### src/rtl/ram_arbiter.sv
// ram_arbiter -- two-master arbiter in front of a single-port data RAM.
//
// Master 0 (CPU data port) and master 1 (DMA/loader) share one RAM port.
// The owning master's request is steered straight through to the RAM in the
// same cycle; its ack equals its ce, so every ack cycle is exactly one RAM
// access (write committed on that edge, read data returned combinationally).
// The waiting master sees ack = 0 and must hold its request stable.
//
// Parameters:
//   MAX_HOLD  consecutive accesses allowed to a limited owner while the other
//             master waits (legal 1..15)
//
// Configuration macro:
//   ARB_ROUND_ROBIN_EN  defined  : idle contention goes to the master that was
//                                  not granted last; both masters limited.
//                       undefined: master 0 wins idle contention and holds
//                                  without limit; only master 1 is limited.
//
// Ports:
//   clk, rst                  clock, asynchronous active-high reset
//   m{0,1}_ce_i/we_i          request / write enable
//   m{0,1}_addr_i/sel_i/data_i byte address, byte selects, write data
//   m{0,1}_data_o/ack_o       read data, access performed this cycle
//   ram_*_o, ram_data_i       shared RAM port (read data combinational)
//   owner_o                   00 IDLE, 01 OWN0, 10 OWN1
module ram_arbiter #(
  parameter int MAX_HOLD = 4
) (
  input  logic        clk,
  input  logic        rst,
  input  logic        m0_ce_i,
  input  logic        m0_we_i,
  input  logic [31:0] m0_addr_i,
  input  logic [3:0]  m0_sel_i,
  input  logic [31:0] m0_data_i,
  output logic [31:0] m0_data_o,
  output logic        m0_ack_o,
  input  logic        m1_ce_i,
  input  logic        m1_we_i,
  input  logic [31:0] m1_addr_i,
  input  logic [3:0]  m1_sel_i,
  input  logic [31:0] m1_data_i,
  output logic [31:0] m1_data_o,
  output logic        m1_ack_o,
  output logic        ram_ce_o,
  output logic        ram_we_o,
  output logic [31:0] ram_addr_o,
  output logic [3:0]  ram_sel_o,
  output logic [31:0] ram_data_o,
  input  logic [31:0] ram_data_i,
  output logic [1:0]  owner_o
);

  localparam logic [1:0] S_IDLE = 2'b00;
  localparam logic [1:0] S_OWN0 = 2'b01;
  localparam logic [1:0] S_OWN1 = 2'b10;

`ifdef ARB_ROUND_ROBIN_EN
  localparam logic RR_EN    = 1'b1;
  localparam logic LIMIT_M0 = 1'b1;
`else
  localparam logic RR_EN    = 1'b0;
  localparam logic LIMIT_M0 = 1'b0;
`endif

  // Counter value before the ack that is the MAX_HOLD-th access of a tenure.
  localparam logic [3:0] HOLD_LAST = 4'(MAX_HOLD - 1);

  logic [1:0] r_state, w_next;
  logic [3:0] r_cnt, w_cnt_next;
  logic       r_last, w_last_next;
  logic       w_win;
  logic [3:0] w_cnt_inc;

  // Winner of contention seen from IDLE.
  assign w_win     = RR_EN ? ~r_last : 1'b0;
  assign w_cnt_inc = (r_cnt == 4'hF) ? r_cnt : r_cnt + 4'd1;
  assign owner_o   = r_state;

  always_comb begin
    w_next      = r_state;
    w_cnt_next  = r_cnt;
    w_last_next = r_last;
    case (r_state)
      S_IDLE: begin
        if (m0_ce_i && m1_ce_i) begin
          w_next      = w_win ? S_OWN1 : S_OWN0;
          w_last_next = w_win;
          w_cnt_next  = '0;
        end else if (m0_ce_i) begin
          w_next      = S_OWN0;
          w_last_next = 1'b0;
          w_cnt_next  = '0;
        end else if (m1_ce_i) begin
          w_next      = S_OWN1;
          w_last_next = 1'b1;
          w_cnt_next  = '0;
        end
      end
      S_OWN0: begin
        if (!m0_ce_i) begin
          w_next = m1_ce_i ? S_OWN1 : S_IDLE;
          if (m1_ce_i) begin
            w_last_next = 1'b1;
            w_cnt_next  = '0;
          end
        end else if (m1_ce_i && LIMIT_M0 && (r_cnt >= HOLD_LAST)) begin
          // >= so a waiter arriving after saturation is served after one access
          w_next      = S_OWN1;
          w_last_next = 1'b1;
          w_cnt_next  = '0;
        end else begin
          w_cnt_next = w_cnt_inc;
        end
      end
      S_OWN1: begin
        if (!m1_ce_i) begin
          w_next = m0_ce_i ? S_OWN0 : S_IDLE;
          if (m0_ce_i) begin
            w_last_next = 1'b0;
            w_cnt_next  = '0;
          end
        end else if (m0_ce_i && (r_cnt >= HOLD_LAST)) begin
          w_next      = S_OWN0;
          w_last_next = 1'b0;
          w_cnt_next  = '0;
        end else begin
          w_cnt_next = w_cnt_inc;
        end
      end
      default: w_next = S_IDLE;
    endcase
  end

  always_ff @(posedge clk or posedge rst) begin
    if (rst) begin
      r_state <= S_IDLE;
      r_cnt   <= '0;
      r_last  <= 1'b1;
    end else begin
      r_state <= w_next;
      r_cnt   <= w_cnt_next;
      r_last  <= w_last_next;
    end
  end

  // Owner's request is routed straight to the RAM; IDLE drives everything low.
  always_comb begin
    ram_ce_o   = 1'b0;
    ram_we_o   = 1'b0;
    ram_addr_o = '0;
    ram_sel_o  = '0;
    ram_data_o = '0;
    m0_ack_o   = 1'b0;
    m1_ack_o   = 1'b0;
    m0_data_o  = '0;
    m1_data_o  = '0;
    case (r_state)
      S_OWN0: begin
        ram_ce_o   = m0_ce_i;
        ram_we_o   = m0_we_i;
        ram_addr_o = m0_addr_i;
        ram_sel_o  = m0_sel_i;
        ram_data_o = m0_data_i;
        m0_ack_o   = m0_ce_i;
        m0_data_o  = ram_data_i;
      end
      S_OWN1: begin
        ram_ce_o   = m1_ce_i;
        ram_we_o   = m1_we_i;
        ram_addr_o = m1_addr_i;
        ram_sel_o  = m1_sel_i;
        ram_data_o = m1_data_i;
        m1_ack_o   = m1_ce_i;
        m1_data_o  = ram_data_i;
      end
      default: ;
    endcase
  end

endmodule
### config.mk
export PLATFORM = sky130hd
export DESIGN_NAME = ram_arbiter
export DESIGN_NICKNAME = d
export VERILOG_FILES = /design/src/rtl/ram_arbiter.sv
export SDC_FILE = /design/constraint.sdc
export NUM_CORES = 1
export LEC_CHECK = 0
export ABC_AREA = 1
export BUFFER_PORTS_ARGS = -buffer_cell sky130_fd_sc_hd__buf_2
export CORE_AREA = 3 3 121 123
export DETAILED_ROUTE_END_ITERATION = 10
export DIE_AREA = 0 0 124 126
export GPL_TIMING_DRIVEN = 0
export PLACE_DENSITY = 0.57
export SLEW_MARGIN = 20
export SYNTH_ARGS = -nofsm -noshare
export SYNTH_HDL_FRONTEND = slang
export SYNTH_SLANG_ARGS = --single-unit
### constraint.sdc
create_clock -name clk -period 3.45 [get_ports clk]
set_clock_uncertainty 0.05 [all_clocks]
set_input_delay 0.1725 -clock clk [delete_from_list [all_inputs] [get_ports clk]]
set_output_delay 0.1725 -clock clk [all_outputs]
set_load 0.01 [all_outputs]
Word-level counts from Yosys, hierarchy flattened
Index checks and enable logic that the tools add are counted.

Word-level logic and storage cells: 44. Bits of input ports: 174. Bits in registers: 6. Output and inout bits: 138.

Add/sub/neg operators: 1. Multiplexer cells: 27. Equal/unequal tests: 7. Reduce and logical (&&, ||, !) cells: 6. $lt $le $gt $ge: 1.

Operators by type and width (number): $pmux W32 S2 (2); $mux W32 (2); $mux W4 (8); $mux W2 (7); $pmux W4 S3 (1); $pmux W4 S2 (1); $ne A3 B3 Y1 const B (2); $pmux W2 S3 (1); $add A4 B1 Y4 const B (1); $eq A4 B4 Y1 const B (1); $ge A4 B2 Y1 const B (1); $ne A4 B4 Y1 const B (1); $pmux W1 S2 (2); $mux W1 (3); $reduce_and A3 Y1 (1); $reduce_bool A3 Y1 (1); $eq A2 B1 Y1 const B (1); $eq A2 B2 Y1 const B (1); $logic_and A1 B1 Y1 (2); $logic_not A2 Y1 (1); $ne A2 B2 Y1 const B (1); $reduce_and A2 Y1 (1).

Longest topological paths before layout
Gate-level depths: netlist of run 1.

Depth in word-level cells: 5. Depth in mapped cells: 9. Gate-level depth less buffers: 8.

Worst setup path after synthesis of run 1
No wires, ideal clock.

Path type: reg-to-output. Start: register r_state[0] (netlist: owner_o[0]). End: output port ram_data_o[24]. Path buffers: 2. Setup slack: 1.805 ns. Stages on the path, launching flop included: 7. Arrival time: 1.422 ns. Data required time: 3.227 ns. Cells stage by stage: dfrtp_1 -> inv_1 -> ha_1 -> inv_2 -> buf_2 -> buf_2 -> a21oi_1.

Longest elaborated chain between the ends: 2. Elaborated cells on any way between the ends: 3. Classes of those cells: eq/ne (2); mux (1).

Ends and longest elaborated chain: start: declaration (line 69) `logic [1:0] r_state, w_next;`; start signal: assignment (line 141) `r_state <= w_next;`; $eq A2 B2 Y1 or $eq A2 B1 Y1 (tied branches) (line 158) `case (r_state)`; $pmux W32 S2 (*) (line 158); end: declaration (line 49) `output logic [31:0] ram_data_o,`.

Mark *: on every way between the ends. The rest lies on a longest branch, timed or not.

Worst setup path in the final report of run 1
Start: register r_state[1] (netlist: owner_o[1]). End: output port ram_addr_o[9].

Longest elaborated chain between the ends: 2. Elaborated cells on any way between the ends: 3. Classes of those cells: eq/ne (2); mux (1).

Ends and longest elaborated chain: $eq A2 B2 Y1 or $eq A2 B1 Y1 (tied branches) (line 158); $pmux W32 S2 (*) (line 158); end: declaration (line 47) `output logic [31:0] ram_addr_o,`.

Marks and branches as above.

==> flow_metrics.env, run 1 <==
export IMPL_synth_area_top_cells="nand2_1, a21oi_1, inv_1"
export IMPL_grt_pass1_vias=3373
export IMPL_holdWs_ns=0.315
export IMPL_yosys_warnings=0
export IMPL_syn_to_final_growth_pct=92.2
export IMPL_status="complete, no violations"
export IMPL_fin_nets=942
export IMPL_syn_area_um2=2030
export IMPL_postSynthNetCount=625
export IMPL_cp_required_ns=3.23
export IMPL_drtIter0Drc=117
export IMPL_synth_edf_count=0
export IMPL_min_period_over_period_pct=65.1
export IMPL_fin_tns_setup_ns=0
export IMPL_end_kind="output pin"
export IMPL_arrival_ns=2.02
export IMPL_seq_area_frac_synth_pct=7.40
export IMPL_h_tree_depth=1
export IMPL_p_int_uw=999
export IMPL_grt_max_degree=11
export IMPL_startpoint_type="register"
export IMPL_path_clk_slew_ns=0.03
export IMPL_final_antenna_net_count=0
export IMPL_max_cap_violations=0
export IMPL_final_max_slew_violation_count=0
export IMPL_clockPowerShare_pct=7.4
export IMPL_critPathBufInv=5
export IMPL_die_w_um=124
export IMPL_critPathMaxStageDelay_ns=0.45
export IMPL_port_buffer_count=311
export IMPL_timing_slew_headroom_pct=63.9
export IMPL_gr_total_overflow=0
export IMPL_synth_most_common_cell="nand2_1"
export IMPL_min_period_ns=2.25
export IMPL_viasPerCell=3.97
export IMPL_switching_share_pct=59.6
export IMPL_antenna_found_initial=1
export IMPL_cts_resized_gates=0
export IMPL_p_comb_share_pct=88.0
export IMPL_syn_area_per_cell_um2=4.56
export IMPL_switchingPower_uw=1470
export IMPL_std_cell_rows=43
export IMPL_yosys_area_top_type="nand2_1"
export IMPL_crit_type="reg -> out"
export IMPL_gp_congestion=0.812
export IMPL_utilization_pct=28.3
export IMPL_cts_path_max_buffers=2
export IMPL_post_drt_wl_per_cell_um=13.2
export IMPL_start_util_pct=14.7
export IMPL_fp_dieH_um=126
export IMPL_powerDensity_nw_per_um2=634
export IMPL_clock_root_buffer="clkbuf_16"
export IMPL_die_area_um2=15600
export IMPL_syn_inst=445
export IMPL_yosys_cell_types_count=15
export IMPL_grt_pass1_wl_mm=17.8
export IMPL_ys_seq_elements=6
export IMPL_worstMarginPinSlew_ns=0.542
export IMPL_final_hold_viol_count=0
export IMPL_path_delay_family="buffers and inverters"
export IMPL_drt_pass1_iter_count=4
export IMPL_hp_class="in -> reg"
export IMPL_cts_sinks=6
export IMPL_cts_buffers=3
export IMPL_cts_tree="yes"
export IMPL_core_area_um2=13800
export IMPL_drc_errors=0
export IMPL_rsz0062_at_grt="no"
export IMPL_crit_slowest_cell="dfrtp_1"
export IMPL_synth_common_cells="nand2_1, inv_1, a21oi_1"
export IMPL_grtUsageTotal_pct=14.2
export IMPL_synthArstFlopShare_pct=100
export IMPL_synth_top_cell_area_share_pct=42.6
export IMPL_p_leak_uw=0.00278
export IMPL_insertion_delay_ns=0.22
export IMPL_io_pins=312
export IMPL_worstPathMaxFanout=10
export IMPL_num_vias=3740
export IMPL_cp_cell_sequence="inv_1 > ha_1 > buf_2 > buf_4 > buf_4 > nand2_1 > a21oi_1 > buf_2"
export IMPL_seq_power_share_pct=4.6
export IMPL_dpl_hpwl_mm=10.8
export IMPL_synthFlopType="dfrtp_1"
export IMPL_drive_gt1_share_pct=44.5
export IMPL_vdd_drop_max_mv=0.350
export IMPL_setup_viol=0
export IMPL_routed_wl_mm=12.5
export IMPL_max_clock_freq_mhz=445
## power by group through the flow
stage	registers, uW	logic (uW)	clock network, uW
2_1_floorplan	112	1280	0
3_3_place_gp	114	2220	0
3_5_place_dp	116	2210	0
4_1_cts	115	2220	188
5_1_grt	118	2440	192
6_report	114	2180	183
## placed cells by master, fill, tap and decap left out
cell type,count
inv_1,75
nand4_1,1
nand2_1,230
clkbuf_1,9
nand2_2,1
clkbuf_16,3
a21oi_2,1
dlygate4sd3_1,1
nor2_1,5
nand3_1,13
inv_2,1
ha_1,6
a21oi_1,73
o21ai_0,3
buf_4,12
diode_2,1
buf_2,320
dfrtp_1,6
## kinds of logic (layout without fill, tap and decap cells)
| group | count (synthesis) | count (layout) | synth area share (%) |
|---|---|---|---|
| compound gates | 77 | 77 | 19.2 |
| fa+ha+maj | 6 | 6 | 3.70 |
| buf+inv | 106 | 421 | 22.4 |
| flops | 6 | 6 | 7.40 |
| other cells | 0 | 1 | 0 |
| simple gates | 250 | 250 | 47.3 |
## flip-flops by register name, indices dropped and copies added (netlist names)
register,flops
r_cnt,4
owner_o,2
## layer usage
| layer | global-route usage (%) | wire (um) |
|---|---|---|
| met5 | 0 | 0 |
| met1 | 18.4 | 5280 |
| met4 | 1.55 | 69 |
| met2 | 25.5 | 6060 |
| met3 | 1.80 | 1040 |
## metrics by stage
step           power [uW]  setup WS (ns)  cells  instance area [um^2]
3_5_place_dp         2330           1.36    936                  3810
5_1_grt              2750           1.02    941                  3900
2_1_floorplan        1390           1.81    445                  2030
6_report             2470           1.20    941                  3900
4_1_cts              2520           1.12    940                  3890
3_3_place_gp         2340           1.34    936                  3810
## worst register-to-register path, stage by stage, from the launching register on
cell and delay (ns):
dfrtp_1 0.44, inv_1 0.11, ha_1 0.30, nand2_2 0.10, nand2_1 0.10, nand2_1 0.09
a21oi_2 0.20, nand3_1 0.10, nand2_1 0.07
## final timing paths
kind	cells past startpoint	startpoint	slack, ns	end
max in group asynchronous	3	rst	2.82	r_cnt[1]
worst max register to register	8	owner_o[0]	1.83	r_cnt[3]
min in group asynchronous	3	rst	0.34	r_cnt[2]
worst min-delay path	5	m1_ce_i	0.31	owner_o[1]
worst max-delay path	8	owner_o[1]	1.20	ram_addr_o[9]
worst min register to register	2	r_cnt[0]	0.51	r_cnt[0]
## repair_timing
action,CTS,global route
endpoints found under the setup margin,0,0
hold buffers,1,0
setup buffers,0,0
endpoints found under the hold margin,6,0
## layout make-up
class,count,area (um^2)
repair buffers,312,1570
plain buffers,30,169
fillers,1622,9880
diodes,1,2.50
clock buffers,3,75.1
well taps,180,225
multi-input cells,333,1420
inverters,76,285
flip-flops and latches,6,150
Note: power is estimated with default switching activity, not from simulation.
==> inputs of run 2 (changes only) <==
--- a/config.mk
+++ b/config.mk
@@ -5,13 +5,13 @@
 export SDC_FILE = /design/constraint.sdc
 export NUM_CORES = 1
 export LEC_CHECK = 0
-export ABC_AREA = 1
+export ABC_AREA = 0
 export BUFFER_PORTS_ARGS = -buffer_cell sky130_fd_sc_hd__buf_2
-export CORE_AREA = 3 3 121 123
+export CORE_AREA = 3 3 119 121
 export DETAILED_ROUTE_END_ITERATION = 10
-export DIE_AREA = 0 0 124 126
+export DIE_AREA = 0 0 122 124
 export GPL_TIMING_DRIVEN = 0
-export PLACE_DENSITY = 0.57
+export PLACE_DENSITY = 0.58
 export SLEW_MARGIN = 20
 export SYNTH_ARGS = -nofsm -noshare
 export SYNTH_HDL_FRONTEND = slang
==> constraint.sdc (replaced) <==
create_clock -name clk -period 1.9 [get_ports clk]
set_clock_uncertainty 0.05 [all_clocks]
set_input_delay 0.095 -clock clk [delete_from_list [all_inputs] [get_ports clk]]
set_output_delay 0.095 -clock clk [all_outputs]
set_load 0.01 [all_outputs]
==> run 2 against run 1 <==
Against the previous run: the run now ends with setup timing left; sequential share of layout area down 0.13 points; flip-flop and latch count unchanged; cell count down 16%; area after synthesis down 10%; global-route usage down 0.18 points; wire length up 1.4%; cell area up 5.2%; register-to-register slack worse by 1.9 ns; utilization up 2.8 points; combinational power up 130%.
==> flow_metrics.env, run 2 <==
export IMPL_num_vias=3434
export IMPL_clock_root_buffer="clkbuf_16"
export IMPL_diodes=0
export IMPL_drt_pass1_iter_count=4
export IMPL_antenna_found_initial=0
export IMPL_synth_edf_count=0
export IMPL_drive_gt1_share_pct=62.0
export IMPL_ys_seq_elements=6
export IMPL_fin_nets=800
export IMPL_vdd_drop_max_mv=0.449
export IMPL_largest_reg_flops=4
export IMPL_synth_top_family_by_area="simple AND/OR/NAND/NOR gates"
export IMPL_gr_total_overflow=0
export IMPL_io_pins=312
export IMPL_final_area_um2=4100
export IMPL_port_buffer_count=311
export IMPL_grt_max_degree=11
export IMPL_final_antenna_net_count=0
export IMPL_drc_errors=0
export IMPL_reg2reg_to="owner_o[0]"
export IMPL_muxShareOfSynthArea_pct=1.24
export IMPL_post_drt_wl_per_cell_um=15.9
export IMPL_std_cell_rows=42
export IMPL_cts_tree="yes"
export IMPL_insertion_delay_ns=0.23
export IMPL_start_util_pct=13.8
export IMPL_r2r_setup_slack_ns=-0.03
export IMPL_arrival_ns=1.98
export IMPL_yosys_cell_types_count=32
export IMPL_final_max_slew_violation_count=0
export IMPL_placed_cell_area_um2=3590
export IMPL_synth_most_common_cell="nor2_1"
export IMPL_instances_no_fill=794
export IMPL_cts_path_max_buffers=2
export IMPL_hp_class="in -> async"
export IMPL_routed_wl_mm=12.6
export IMPL_rsz0062_at_grt="yes"
export IMPL_max_clock_freq_mhz=519
export IMPL_powerDensity_nw_per_um2=1380
export IMPL_synthAdderAreaFrac_pct=4.13
export IMPL_syn_area_um2=1820
export IMPL_path_clk_slew_ns=0.03
export IMPL_grt_pass1_vias=3063
export IMPL_fin_tns_setup_ns=-0.0651
export IMPL_min_period_over_period_pct=101
export IMPL_synthFlopType="dfrtp_1"
export IMPL_crit_type="reg -> reg"
export IMPL_synth_compound_area_share_pct=37.0
export IMPL_startpoint_type="register"
export IMPL_setup_viol=3
export IMPL_synth_xor_area_share_pct=0
export IMPL_synthArstFlopShare_pct=100
export IMPL_worstPathMaxFanout=8
export IMPL_grtUsageTotal_pct=14.0
export IMPL_reg2reg_from="owner_o[1]"
export IMPL_timing_final_ws_setup_ns=-0.0255
export IMPL_worst_r2r_cell_count=8
export IMPL_layout_commonest_cell="buf_2"
export IMPL_nFillCells=1463
export IMPL_syn_area_per_cell_um2=6.31
export IMPL_h_tree_depth=1
export IMPL_dp_cells=775
export IMPL_top_register="r_cnt"
export IMPL_cts_sinks=6
export IMPL_final_hold_viol_count=0
export IMPL_syn_inst=288
export IMPL_viasPerCell=4.32
export IMPL_synth_common_cells="nor2_1, a22oi_1, and2_1"
export IMPL_status="finished, violations left"
export IMPL_mostFrequentLayoutCells="buf_2, nor2_1, and2_1, a22oi_1, buf_4"
export IMPL_fp_dieH_um=124
export IMPL_crit_slowest_cell="dfrtp_2"
export IMPL_yosys_warnings=0
export IMPL_synth_top_cell_area_share_pct=29.3
export IMPL_die_area_um2=15100
export IMPL_cp_required_ns=1.96
export IMPL_die_w_um=122
export IMPL_p_leak_uw=0.00239
export IMPL_timing_slew_headroom_pct=65.2
export IMPL_synth_area_top_cells="a22oi_1, and2_1, nor2_1"
export IMPL_synth_simple_area_share_pct=40.9
export IMPL_critPathMaxStageDelay_ns=0.39
export IMPL_violations="setup timing"
export IMPL_seq_area_frac_synth_pct=8.26
export IMPL_max_cap_violations=0
export IMPL_syn_to_final_growth_pct=125
export IMPL_cp_cell_sequence="inv_2 > ha_1 > buf_6 > buf_4 > a22o_1 > o21ai_1 > a21boi_4 > mux2_4"
export IMPL_drtIter0Drc=109
export IMPL_yosys_area_top_type="a22oi_1"
export IMPL_worstMarginPinSlew_ns=0.521
export IMPL_gp_congestion=0.784
export IMPL_dpl_hpwl_mm=10.3
export IMPL_cts_buffers=3
export IMPL_core_area_um2=13200
export IMPL_end_kind="register"
export IMPL_postSynthNetCount=468
export IMPL_min_period_ns=1.93
export IMPL_grt_pass1_wl_mm=16.6
-- run 2: changes by cell type after synthesis, sizes merged, moves of 3 or more --
cell / previous run / this run
clkbuf: 9 / 20
nand2b: 0 / 3
a22oi: 0 / 71
a21oi: 74 / 6
and2: 0 / 66
nor2: 5 / 72
inv: 76 / 6
nand2: 231 / 2
nand3: 13 / 2
buf: 21 / 11
-- run 2: how the worst max path moves through the flow --
| stage | end | startpoint | slack, ns |
|---|---|---|---|
| 4_1_cts | ram_data_o[27] | owner_o[0] | -0.01 |
| 3_5_place_dp | ram_sel_o[2] | owner_o[0] | -0.76 |
| 6_report | owner_o[0] | owner_o[1] | -0.03 |
| 3_3_place_gp | ram_data_o[28] | owner_o[0] | -0.74 |
| 2_1_floorplan | r_cnt[1] | owner_o[0] | 0.03 |
| 5_1_grt | owner_o[0] | owner_o[1] | -0.09 |
-- run 2: worst max-delay path: cells and delay by family, from the launching register on --
kind	cells	cell delay, ns
AO/OA/AOI/OAI	3	0.52
flip-flops	1	0.39
buffers and inverters	3	0.35
multiplexers	1	0.31
adder cells (fa/ha/maj)	1	0.18
-- run 2: cell type report --
cell class                      count  area (um^2)  area share (%)
Multi-Input combinational cell    245         1600            39.0
Clock buffer                        3         75.1            1.83
Buffer                             31          327            7.97
Inverter                            6         25.0           0.611
Sequential cell                     6          153            3.72
Timing Repair Buffer              327         1700            41.5
Tap cell                          176          220            5.37
-- run 2: cells by family after synthesis --
logic type      Yosys count
mux                       2
fa+ha+maj                 6
compound gates           89
flops                     6
buf+inv                  37
simple gates            148
-- run 2: routing by layer --
layer / routed length, um / vias to the layer above / global-route usage (%)
li1: - / 1677 / -
met1: 4930 / 1540 / 17.7
met2: 6450 / 211 / 26.0
met3: 1160 / 6 / 2.13
met4: 78 / 0 / 1.26
met5: 0 / - / 0
-- run 2: through the flow --
stage	power, uW	hold WS [ns]	worst slack [ns]	utilization, %
4_1_cts	5420	0.293	-0.0145	30.0
6_report	5650	0.283	-0.0255	31.1
5_1_grt	6140	0.332	-0.0928	31.1
2_1_floorplan	2640	-0.164	0.0342	-
3_5_place_dp	4420	-0.0354	-0.756	27.3
3_3_place_gp	4410	-0.0393	-0.744	27.3
-- run 2: power breakdown --
part           switching, uW  leakage [uW]  total, uW  internal [uW]
logic                   2780       0.00227       5110           2330
registers               37.0     0.0000782        202            165
clock network           69.4     0.0000370        339            270
total                   2890       0.00239       5650           2760
-- run 2: repair_timing --
item,4_1_cts,5_1_grt
hold buffers,1,0
endpoints found under the hold margin,6,0
gates cloned,2,1
setup endpoints to repair,139,114
gates resized for setup,63,35
buffers inserted,8,4
pin swaps,3,6
